### src/rtl/cu_pkg.sv
// rtl/cu_pkg.sv - shared widths, product bus type and saturating add for the CU drain
package cu_pkg;

  localparam int PROD_W = 16;
  localparam int NUM_PE = 9;
  localparam int ACC_W  = 32;
  localparam int Q_W    = 8;
  localparam int TRIP_W = PROD_W + 2;
  localparam int TOT_W  = PROD_W + 4;

  typedef logic [NUM_PE*PROD_W-1:0] prod_bus_t;

  // Returns {saturated, sum}; sum clamps to all-ones when the add carries out.
  function automatic logic [ACC_W:0] sat_add(input logic [ACC_W-1:0] a,
                                             input logic [TOT_W-1:0] b);
    logic [ACC_W:0] s;
    s = {1'b0, a} + (ACC_W+1)'(b);
    if (s[ACC_W]) s = {1'b1, {ACC_W{1'b1}}};
    return s;
  endfunction

endpackage

### src/rtl/cu_add_tree.sv
// rtl/cu_add_tree.sv - beat capture plus two-stage adder tree reducing nine products to one total
module cu_add_tree
  import cu_pkg::*;
(
  input  logic             clk,
  input  logic             rst,
  input  logic             hold_i,
  input  logic             valid_i,
  input  logic             last_i,
  input  prod_bus_t        data_i,
  output logic             valid_o,
  output logic             last_o,
  output logic [TOT_W-1:0] total_o
);

  prod_bus_t         beat_q;
  logic              bv_q, bl_q;
  logic [TRIP_W-1:0] trip_d [3];
  logic [TRIP_W-1:0] trip_q [3];
  logic              v1_q, l1_q;
  logic [TOT_W-1:0]  tot_d, tot_q;
  logic              v2_q, l2_q;

  always_comb begin
    for (int j = 0; j < 3; j++) begin
      trip_d[j] = TRIP_W'(beat_q[(3*j)*PROD_W +: PROD_W])
                + TRIP_W'(beat_q[(3*j+1)*PROD_W +: PROD_W])
                + TRIP_W'(beat_q[(3*j+2)*PROD_W +: PROD_W]);
    end
    tot_d = TOT_W'(trip_q[0]) + TOT_W'(trip_q[1]) + TOT_W'(trip_q[2]);
  end

  // Every stage freezes together on hold so no beat is dropped or duplicated.
  always_ff @(posedge clk) begin
    if (rst) begin
      bv_q <= 1'b0;
      v1_q <= 1'b0;
      v2_q <= 1'b0;
    end else if (!hold_i) begin
      bv_q   <= valid_i;
      bl_q   <= last_i;
      beat_q <= data_i;
      v1_q   <= bv_q;
      l1_q   <= bl_q;
      trip_q <= trip_d;
      v2_q   <= v1_q;
      l2_q   <= l1_q;
      tot_q  <= tot_d;
    end
  end

  assign valid_o = v2_q;
  assign last_o  = l2_q;
  assign total_o = tot_q;

endmodule

### src/rtl/cu_psum_drain.sv
// rtl/cu_psum_drain.sv - accumulates reduced PE beats per output point and emits raw plus requantized result
module cu_psum_drain
  import cu_pkg::*;
(
  input  logic                     clk,
  input  logic                     rst,
  input  logic [NUM_PE*PROD_W-1:0] pe_out,
  input  logic                     in_valid,
  input  logic                     in_last,
  output logic                     in_ready,
  input  logic [4:0]               quant_shift,
  output logic                     out_valid,
  input  logic                     out_ready,
  output logic [ACC_W-1:0]         out_acc,
  output logic [Q_W-1:0]           out_q,
  output logic                     out_ovf
);

  logic             stall;
  logic             s2_valid, s2_last;
  logic [TOT_W-1:0] s2_total;

  logic [ACC_W-1:0] acc_q, acc_d;
  logic             first_q, ovf_q, ovf_d;
  logic [ACC_W:0]   sum_sat;
  logic [ACC_W-1:0] shifted;
  logic [Q_W-1:0]   q_d;

  logic             out_valid_q, out_ovf_q;
  logic [ACC_W-1:0] out_acc_q;
  logic [Q_W-1:0]   out_q_q;

  assign stall    = out_valid_q && !out_ready;
  assign in_ready = !stall;

  cu_add_tree u_tree (
    .clk     (clk),
    .rst     (rst),
    .hold_i  (stall),
    .valid_i (in_valid),
    .last_i  (in_last),
    .data_i  (pe_out),
    .valid_o (s2_valid),
    .last_o  (s2_last),
    .total_o (s2_total)
  );

  always_comb begin
    sum_sat = sat_add(first_q ? '0 : acc_q, s2_total);
    acc_d   = sum_sat[ACC_W-1:0];
    ovf_d   = ovf_q | sum_sat[ACC_W];
    shifted = acc_d >> quant_shift;
    q_d     = (|shifted[ACC_W-1:Q_W]) ? {Q_W{1'b1}} : shifted[Q_W-1:0];
  end

  always_ff @(posedge clk) begin
    if (rst) begin
      acc_q       <= '0;
      first_q     <= 1'b1;
      ovf_q       <= 1'b0;
      out_valid_q <= 1'b0;
      out_acc_q   <= '0;
      out_q_q     <= '0;
      out_ovf_q   <= 1'b0;
    end else begin
      if (out_valid_q && out_ready) out_valid_q <= 1'b0;
      // A new last result on the handshake edge overrides the drop above.
      if (s2_valid && !stall) begin
        if (s2_last) begin
          out_acc_q   <= acc_d;
          out_ovf_q   <= ovf_d;
          out_q_q     <= q_d;
          out_valid_q <= 1'b1;
          first_q     <= 1'b1;
          ovf_q       <= 1'b0;
        end else begin
          acc_q   <= acc_d;
          first_q <= 1'b0;
          ovf_q   <= ovf_d;
        end
      end
    end
  end

  assign out_valid = out_valid_q;
  assign out_acc   = out_acc_q;
  assign out_q     = out_q_q;
  assign out_ovf   = out_ovf_q;

endmodule

### config.mk
export PLATFORM = sky130hd
export DESIGN_NAME = cu_psum_drain
export DESIGN_NICKNAME = d
export VERILOG_FILES = /design/src/rtl/cu_pkg.sv /design/src/rtl/cu_add_tree.sv /design/src/rtl/cu_psum_drain.sv
export SDC_FILE = /design/constraint.sdc
export NUM_CORES = 1
export LEC_CHECK = 0
export ABC_AREA = 1
export ABC_CLOCK_PERIOD_IN_PS = 13950
export CAP_MARGIN = 0
export CORE_MARGIN = 8
export CORE_UTILIZATION = 52
export CTS_BUF_LIST = sky130_fd_sc_hd__clkbuf_16
export DETAILED_ROUTE_END_ITERATION = 16
export GPL_TIMING_DRIVEN = 0
export PLACE_DENSITY = 0.83
export SYNTH_ARGS = -nofsm -noshare
export SYNTH_HDL_FRONTEND = slang
export SYNTH_SLANG_ARGS = --single-unit
### constraint.sdc
create_clock -name clk -period 13.95 [get_ports clk]
set_input_delay 3.4875 -clock clk [delete_from_list [all_inputs] [get_ports clk]]
set_output_delay 3.4875 -clock clk [all_outputs]
set_load 0.005 [all_outputs]
==> reports/results.tsv, run 1 <==
stage	metric	value	unit
placement	dp_slack	5.74	ns
cells_and_area	drive_above_1_share	5.01	%
synth	ys_dominant_reg_cell	edfxtp_1	
global_routing	grt_pass1_wl	81400	µm
route	dr.pass1.iters	6	
pwr	pwr-share-seq	33.9	%
die	rows	70	
sta	holdWs	0.427	ns
cts	clk_pin_slew	0.06	ns
die	die_area	42700	µm²
critical_path	critPathMostFrequentCell	clkdlybuf4s50_1	
critical_path	crit_arrival	4.72	ns
die	die_h	207	µm
global_routing	grt_max_degree	42	
cts	cts_tree	done	
pwr	powerDensity	157	nW/µm²
sta	fin_skew	0.0369	ns
synth	synth-edff-count	221	
die	die_w	207	µm
pwr	peakVddDrop	0.112	mV
critical_path	worst_path_largest_cell_delay	0.46	ns
cells_and_area	insertedDiodeCount	0	
sta	setup_ws	5.74	ns
cells_and_area	area_delta_synth_final	20.0	%
cts	ctsResizeCount	0	
route	vias	16400	
die	ios	197	
route	drt_iter0_drc	1176	
sta	min_period	8.21	ns
pwr	p_sw_share	37.3	%
sta	hold_viol_final	0	
cts	clk_latency	0.55	ns
pwr	combPwrFrac	40.8	%
synth	synth_cell_types	50	
synth	async_reset_ff_share	0	%
critical_path	startpoint_type	input pin	
synth	ys_seq_area_share	43.5	%
critical_path	slowest_stage	clkdlybuf4s50_1	
critical_path	crit_fanout	3	
sta	max_freq	122	MHz
cells_and_area	nNetsFinal	2804	
hold_path	hold_path_class	reg2reg	
pwr	cellLeakagePower	10.2	nW
placement	io_buffers	192	
cells_and_area	fillers	2960	
sta	slew_headroom	52.2	%
route	wl_per_cell	17.2	µm
sta	tightest_slew	0.717	ns
synth	syn_area	18900	µm²
route	ant_nets	0	
synth	postSynthCellCount	2254	
global_routing	grtUsageTotal	23.8	%
pwr	power.switching	1.32	mW
synth	yosysWarningCount	0	
cts	root_buffer	clkbuf_16	
die	initial_utilization	52.2	%
synth	syn-mean-instance-area	8.38	µm²
critical_path	crit_path_cell_trace	clkdlybuf4s50_1 > nor2_1 > inv_1 > clkdlybuf4s50_1	
synth	synth_top_area_share	35.1	%
job	cap_violations	0	
synth	yosysTopAreaCell	edfxtp_1	
cts	clockBufferDepth	3	
cts	cts_buffers	35	
cts	post-cts-setup-buffers	0	
sta	min_period_over_period	58.9	%
cts	htree_levels	2	
route	drc	0	
placement	dp_hpwl	40100	µm
synth	synth_area_leaders	edfxtp_1 (35%), nand2_1 (11%), ha_1 (10%)	
global_routing	grt_overflow	0	
pwr	power.internal	2.23	mW
global_routing	antenna_found_initial	0	
cts	clock-sinks	300	
critical_path	endpoint_kind	output pin	
route	viasPerCell	5.48	
placement	gp_congestion	0.947	
sta	rsz0062_at_grt	false	
sta	setup_violations	0	
sta	drv_slew	0	
cells_and_area	final_cell_mix	nand2_1 (545), inv_1 (299), edfxtp_1 (221), nand3_1 (197), clkdlybuf4s50_1 (192)	
critical_path	crit_type	in2out	
cells_and_area	final_common_cell	nand2_1	
pwr	p_clk_share	25.4	%
run_status	status	complete, no violations	
sta	totalNegativeSetupSlack	0	ns
synth	syn_nets	2569	
global_routing	grt_pass1_vias	16600	
critical_path	worstPathRequired	10.46	ns
die	coreArea	36200	µm²
route	drt_wl_total	51300	µm
synth	synth_seq_cells	300	
cts	hold_buffers	0	
## logic make-up after synthesis
logic type      Yosys count  share of synthesized area, %
flops                   300                          43.5
simple gates            973                          22.3
fa+ha+maj               161                          11.0
compound gates          340                          10.0
xor+xnor                125                          5.80
buf+inv                 355                          7.40
## layer usage
metal | wire (µm) | global-route usage (%)
met1 | 20200 | 27.0
met2 | 26000 | 43.6
met3 | 2930 | 4.20
met4 | 2140 | 10.4
met5 | 0 | 0
## final timing paths
check	from	endpoint	slack [ns]	cells past startpoint
worst max-delay path	out_ready	in_ready	5.74	4
worst min-delay path	u_tree.bl_q	u_tree.l1_q	0.43	0
worst max register to register	first_q	out_q[2]	9.79	25
worst min register to register	u_tree.bl_q	u_tree.l1_q	0.43	0
## metrics by stage
| stage | cells | power [mW] | utilization [%] | cell area, µm² |
|---|---|---|---|---|
| final | 2982 | 3.55 | 62.7 | 22700 |
| after global routing | 2982 | 3.77 | 62.7 | 22700 |
| after CTS | 2982 | 3.54 | 62.7 | 22700 |
| after detailed placement | 2920 | 2.63 | 59.5 | 21500 |
| after global placement | 2914 | 2.56 | 59.2 | 21400 |
| after floorplan | 2254 | 2.24 | - | 18900 |
## critical path: cells and delay by family
family,cells,cell delay [ns]
buffers and inverters,3,0.96
AND/OR/NAND/NOR,1,0.28
## synthesized netlist by cell type, types with 4 or more instances
library cell,n
nand2_1,545
inv_1,296
edfxtp_1,221
nand3_1,197
a21oi_1,161
ha_1,152
nor2_1,142
xor2_1,105
o21ai_0,101
dfxtp_1,79
nand4_1,37
clkbuf_1,23
xnor2_1,20
o211ai_1,19
buf_2,15
o21bai_1,13
nand3_2,11
o21a_1,10
a31oi_1,9
fa_1,9
nand2_2,8
nor2_2,8
nor3_1,8
buf_1,6
clkinv_1,6
o21ai_1,6
a21o_1,5
nor4_1,4
## sequential cells by signal, summed over array words and instances (netlist names), 8 cells and up
register and count:
out_q 8, acc_q 32, u_tree.total_o 20, u_tree.trip_q 54
u_tree.beat_q 144, out_acc 32
## power by group through the flow
| stage | Sequential [mW] | Combinational, mW | Clock [mW] |
|---|---|---|---|
| finish | 1.20 | 1.45 | 0.900 |
| global route | 1.21 | 1.61 | 0.948 |
| CTS | 1.20 | 1.43 | 0.913 |
| detailed placement | 1.22 | 1.41 | 0 |
| global placement | 1.23 | 1.34 | 0 |
| floorplan | 1.20 | 1.05 | 0 |
## layout make-up
class	instances	area, µm²	area share [%]
plain buffers	49	244	1.08
clock buffers	37	926	4.09
clock inverters	25	215	0.949
inverters	306	1150	5.09
multi-input cells	1599	9280	40.9
flip-flops and latches	300	8220	36.3
well taps	468	586	2.58
repair buffers	198	2040	9.01
Note: power is estimated with default switching activity, not from simulation.
==> inputs of run 2 (changes only) <==
--- a/config.mk
+++ b/config.mk
@@ -6,7 +6,7 @@
 export NUM_CORES = 1
 export LEC_CHECK = 0
 export ABC_AREA = 1
-export ABC_CLOCK_PERIOD_IN_PS = 13950
+export ABC_CLOCK_PERIOD_IN_PS = 6700
 export CAP_MARGIN = 0
 export CORE_MARGIN = 8
 export CORE_UTILIZATION = 52
==> constraint.sdc (replaced) <==
create_clock -name clk -period 6.7 [get_ports clk]
set_input_delay 1.675 -clock clk [delete_from_list [all_inputs] [get_ports clk]]
set_output_delay 1.675 -clock clk [all_outputs]
set_load 0.005 [all_outputs]
==> reports/results.tsv, run 2 (synthesis results as in run 1) <==
stage	metric	value	unit
cells_and_area	largest_reg_flops	144	
pwr	power	7.41	mW
cts	post-cts-setup-buffers	0	
die	coreArea	36200	µm²
global_routing	antenna_found_initial	0	
critical_path	reg2reg_depth	25	
cells_and_area	insertedDiodeCount	0	
pwr	powerDensity	327	nW/µm²
cells_and_area	finalNonFillerCells	2981	
sta	setup_violations	0	
sta	fin_skew	0.0131	ns
die	rows	70	
critical_path	crit_arrival	2.97	ns
cts	clock-sinks	300	
pwr	peakVddDrop	0.240	mV
sta	totalNegativeSetupSlack	0	ns
cells_and_area	area_delta_synth_final	19.9	%
die	initial_utilization	52.2	%
route	drc	0	
route	wl_per_cell	17.4	µm
sta	holdWs	0.435	ns
route	dr.pass1.iters	5	
cts	htree_levels	2	
sta	max_freq	215	MHz
sta	setup_ws	2.05	ns
critical_path	r2r_setup_slack	2.36	ns
cts	hold_buffers	0	
critical_path	endpoint_kind	output pin	
placement	postPlaceCellArea	21500	µm²
hold_path	hold_path_class	reg2reg	
global_routing	grt_pass1_vias	16600	
cts	clockBufferDepth	3	
cells_and_area	reg.largest.list	u_tree.beat_q (144), u_tree.trip_q (54)	
route	ant_nets	0	
route	drt_iter0_drc	1294	
die	die_w	207	µm
cells_and_area	final_cell_mix	nand2_1 (545), inv_1 (303), edfxtp_1 (221), nand3_1 (197), clkdlybuf4s50_1 (192)	
placement	io_buffers	192	
critical_path	cp-endpoint	in_ready	
run_status	status	complete, no violations	
cells_and_area	postLayoutCoreUtil	62.6	%
cells_and_area	fin_area	22700	µm²
critical_path	r2r_end	out_q[2]	
critical_path	startpoint_type	input pin	
placement	gp_congestion	0.980	
sta	drv_slew	0	
pwr	cellLeakagePower	10.2	nW
critical_path	crit_start	out_ready	
cts	clk_latency	0.53	ns
sta	hold_viol_final	0	
cells_and_area	nNetsFinal	2803	
die	die_area	42700	µm²
sta	min_period	4.65	ns
placement	dp_slack	2.06	ns
cells_and_area	drive_above_1_share	4.70	%
global_routing	grt_max_degree	39	
global_routing	grt_pass1_wl	81900	µm
cells_and_area	fillers	2958	
route	drt_wl_total	51800	µm
critical_path	crit_type	in2out	
cts	ctsResizeCount	0	
cells_and_area	regMostFlops	u_tree.beat_q	
critical_path	worstPathRequired	5.03	ns
sta	tightest_slew	0.859	ns
global_routing	grtUsageTotal	24.2	%
die	die_h	207	µm
critical_path	timing.rr.start	first_q	
die	ios	197	
critical_path	crit_fanout	3	
job	cap_violations	0	
route	vias	16300	
cts	cts_tree	done	
cts	cts_buffers	34	
placement	dp_hpwl	40500	µm
global_routing	grt_overflow	0	
placement	dp_cells	2920	
sta	min_period_over_period	69.4	%
sta	slew_headroom	42.6	%
cts	clk_pin_slew	0.05	ns
cells_and_area	final_common_cell	nand2_1	
sta	rsz0062_at_grt	false	
route	viasPerCell	5.47	
cts	root_buffer	clkbuf_16	
-- run 2: critical path: stages --
cell and delay [ns]:
clkdlybuf4s50_1 0.40, nor2_1 0.28, inv_1 0.12, clkdlybuf4s50_1 0.49
-- run 2: worst min path at each step --
stage / start / slack [ns] / cells past startpoint / end
global placement: u_tree.bl_q / 0.40 / 0 / u_tree.l1_q
CTS: u_tree.l1_q / 0.44 / 0 / u_tree.last_o
floorplan: u_tree.bl_q / 0.40 / 0 / u_tree.l1_q
detailed placement: u_tree.bl_q / 0.43 / 0 / u_tree.l1_q
global route: u_tree.l1_q / 0.45 / 0 / u_tree.last_o
finish: u_tree.l1_q / 0.44 / 0 / u_tree.last_o
-- run 2: layout make-up --
cell class / count / area (µm²) / area share, %
Sequential cell: 300 / 8220 / 36.3
Clock buffer: 35 / 876 / 3.87
Tap cell: 468 / 586 / 2.58
Multi-Input combinational cell: 1599 / 9280 / 41.0
Inverter: 306 / 1150 / 5.09
Timing Repair Buffer: 198 / 2050 / 9.05
Clock inverter: 26 / 248 / 1.09
Buffer: 49 / 244 / 1.08
-- run 2: power breakdown --
| group | internal [mW] | switching, mW | total [mW] |
|---|---|---|---|
| Combinational | 1.15 | 1.86 | 3.01 |
| Clock | 1.14 | 0.756 | 1.90 |
| Sequential | 2.39 | 0.114 | 2.50 |
| Total | 4.68 | 2.73 | 7.41 |
-- run 2: routing by layer --
metal | routed length, µm | GRT usage [%] | part of all wire [%]
met4 | 2470 | 11.9 | 4.8
met1 | 20700 | 27.5 | 40
met5 | 0 | 0 | 0
met3 | 3040 | 4.46 | 5.9
met2 | 25600 | 43.2 | 49
==> inputs of run 3 (changes only) <==
--- a/config.mk
+++ b/config.mk
@@ -6,7 +6,7 @@
 export NUM_CORES = 1
 export LEC_CHECK = 0
 export ABC_AREA = 1
-export ABC_CLOCK_PERIOD_IN_PS = 6700
+export ABC_CLOCK_PERIOD_IN_PS = 4200
 export CAP_MARGIN = 0
 export CORE_MARGIN = 8
 export CORE_UTILIZATION = 52
==> constraint.sdc (replaced) <==
create_clock -name clk -period 4.2 [get_ports clk]
set_input_delay 1.05 -clock clk [delete_from_list [all_inputs] [get_ports clk]]
set_output_delay 1.05 -clock clk [all_outputs]
set_load 0.005 [all_outputs]
==> reports/results.tsv, run 3 (synthesis results as in run 1) <==
stage	metric	value	unit
run_status	status	complete, no violations	
critical_path	cp-endpoint	u_tree.trip_q[34]	
route	drt_iter0_drc	1214	
pwr	cellLeakagePower	10.3	nW
cells_and_area	fillers	2904	
die	die_w	207	µm
critical_path	endpoint_kind	flop	
critical_path	timing.rr.start	u_tree.beat_q[50]	
cts	htree_levels	2	
critical_path	crit_family	simple AND/OR/NAND/NOR gates	
cells_and_area	seq_area	8220	µm²
cells_and_area	reg.largest.list	u_tree.beat_q (144), u_tree.trip_q (54)	
critical_path	crit_arrival	4.40	ns
route	ant_nets	0	
pwr	peakVddDrop	0.426	mV
global_routing	grt_max_degree	41	
sta	hold_viol_final	0	
cells_and_area	drive_above_1_share	6.11	%
critical_path	r2r_end	u_tree.trip_q[34]	
placement	dp_cells	2920	
placement	gp_congestion	0.939	
cells_and_area	area_delta_synth_final	21.5	%
critical_path	crit_fanout	5	
critical_path	slowest_stage	ha_2	
placement	io_buffers	192	
hold_path	hold_path_class	reg2reg	
cells_and_area	regMostFlops	u_tree.beat_q	
placement	dp_hpwl	40400	µm
critical_path	r2r_setup_slack	0.09	ns
cts	clockBufferDepth	3	
sta	totalNegativeSetupSlack	0	ns
cts	hold_buffers	0	
critical_path	worstPathRequired	4.48	ns
sta	max_freq	243	MHz
cells_and_area	final_common_cell	nand2_1	
cells_and_area	largest_reg_flops	144	
critical_path	critPathMostFrequentCell	nand2_1	
die	die_area	42700	µm²
cells_and_area	multi_input_area	9420	µm²
critical_path	crit_start	u_tree.beat_q[50]	
global_routing	grt_pass1_wl	81200	µm
route	viasPerCell	5.43	
route	drc	0	
die	rows	70	
global_routing	antenna_found_initial	0	
die	ios	197	
sta	setup_violations	0	
critical_path	worst_path_largest_cell_delay	0.39	ns
cts	root_buffer	clkbuf_16	
cells_and_area	insertedDiodeCount	0	
cts	clock-sinks	300	
sta	slew_headroom	40.9	%
route	wl_per_cell	17.3	µm
critical_path	reg2reg_depth	23	
global_routing	grtUsageTotal	23.9	%
sta	tightest_slew	0.885	ns
global_routing	grt_overflow	0	
sta	holdWs	0.421	ns
cts	cts_buffers	35	
cells_and_area	finalNonFillerCells	2987	
die	coreArea	36200	µm²
sta	min_period	4.11	ns
global_routing	grt_pass1_vias	16400	
cts	clk_latency	0.55	ns
job	cap_violations	0	
cts	clk_pin_slew	0.06	ns
die	die_h	207	µm
critical_path	path_buf_inv	2	
critical_path	cp.depth	23	
sta	min_period_over_period	98.0	%
cells_and_area	final_cell_mix	nand2_1 (541), inv_1 (300), edfxtp_1 (221), nand3_1 (196), clkdlybuf4s50_1 (192)	
pwr	powerDensity	527	nW/µm²
die	initial_utilization	52.2	%
critical_path	startpoint_type	flop	
sta	fin_skew	0.0250	ns
route	drt_wl_total	51700	µm
cells_and_area	nNetsFinal	2808	
critical_path	crit_path_cell_trace	ha_2 > a21oi_2 > nand2_1 > nand4_1 > nand2_1 > a21oi_1 > o21ai_0 > nand2_1 > inv_1 > o21ai_0 > nand2_1 > nand2_1 > nand2_1 > a21oi_1 > nor2_1 > nor2_1 > xor2_1 > inv_1 > ha_2 > nand4_1 > nor4_2 > a21oi_1 > xor2_1	
route	dr.pass1.iters	5	
critical_path	crit_type	reg2reg	
sta	drv_slew	0	
cts	cts_tree	done	
route	vias	16200	
[run 3: changes by cell type in the layout (fill, tap and decap cells not counted), sizes merged]
cell	delta
clkbuf	+2
clkinvlp	+1
bufinv	+1
inv	+1
clkinv	-3
nand2	+1
buf	+3
[run 3: how the worst min path moves through the flow]
stage,depth (start not counted),to,from
after floorplan,0,u_tree.l1_q,u_tree.bl_q
after global placement,0,u_tree.last_o,u_tree.l1_q
after detailed placement,0,u_tree.last_o,u_tree.l1_q
after CTS,0,u_tree.last_o,u_tree.l1_q
after global routing,0,u_tree.last_o,u_tree.l1_q
final,0,u_tree.last_o,u_tree.l1_q
[run 3: repair_timing]
action | CTS | global route
resized for setup | 0 | 43
endpoints found under the setup margin | 0 | 20
buffers inserted | 0 | 3
[run 3: report_power, final]
group / switching, mW / internal, mW
logic: 2.98 / 1.88
registers: 0.182 / 3.81
clock network: 1.27 / 1.98
total: 4.42 / 7.68
[run 3: routing by layer]
metal  up-vias  part of all wire, %  track usage [%]
met5         -                    0                0
met4         0                  5.0             11.8
met3       129                  5.6             3.76
met2       542                   49             42.6
met1      7494                   40             27.6
li1       8056                    -                -
[run 3: layout make-up]
type / count / area share [%]
buffer: 49 / 1.17
clock buffer: 37 / 4.04
sequential: 300 / 35.8
inverter: 306 / 5.03
clock inverter: 26 / 1.33
timing repair buffer: 201 / 9.03
tap: 468 / 2.55
multi-input combinational: 1600 / 41.0
[run 3: through the flow]
step / area (µm²) / util, % / power, mW / worst slack [ns]
after floorplan: 18900 / - / 7.44 / -0.744
after global routing: 22900 / 63.4 / 12.8 / -0.0978
after global placement: 21400 / 59.2 / 8.52 / -2.16
after CTS: 22800 / 63.0 / 12.0 / 0.0732
final: 22900 / 63.4 / 12.1 / 0.0855
after detailed placement: 21600 / 59.6 / 8.71 / 0.0998
[run 3: worst register-to-register path, stage by stage, from the launching register on]
cell	delay, ns
edfxtp_1	0.38
ha_2	0.33
a21oi_2	0.15
nand2_1	0.14
nand4_1	0.10
nand2_1	0.09
a21oi_1	0.12
o21ai_0	0.13
nand2_1	0.12
inv_1	0.07
o21ai_0	0.24
nand2_1	0.13
nand2_1	0.08
nand2_1	0.08
a21oi_1	0.17
nor2_1	0.05
nor2_1	0.14
xor2_1	0.23
inv_1	0.07
ha_2	0.39
nand4_1	0.16
nor4_2	0.19
a21oi_1	0.12
xor2_1	0.17
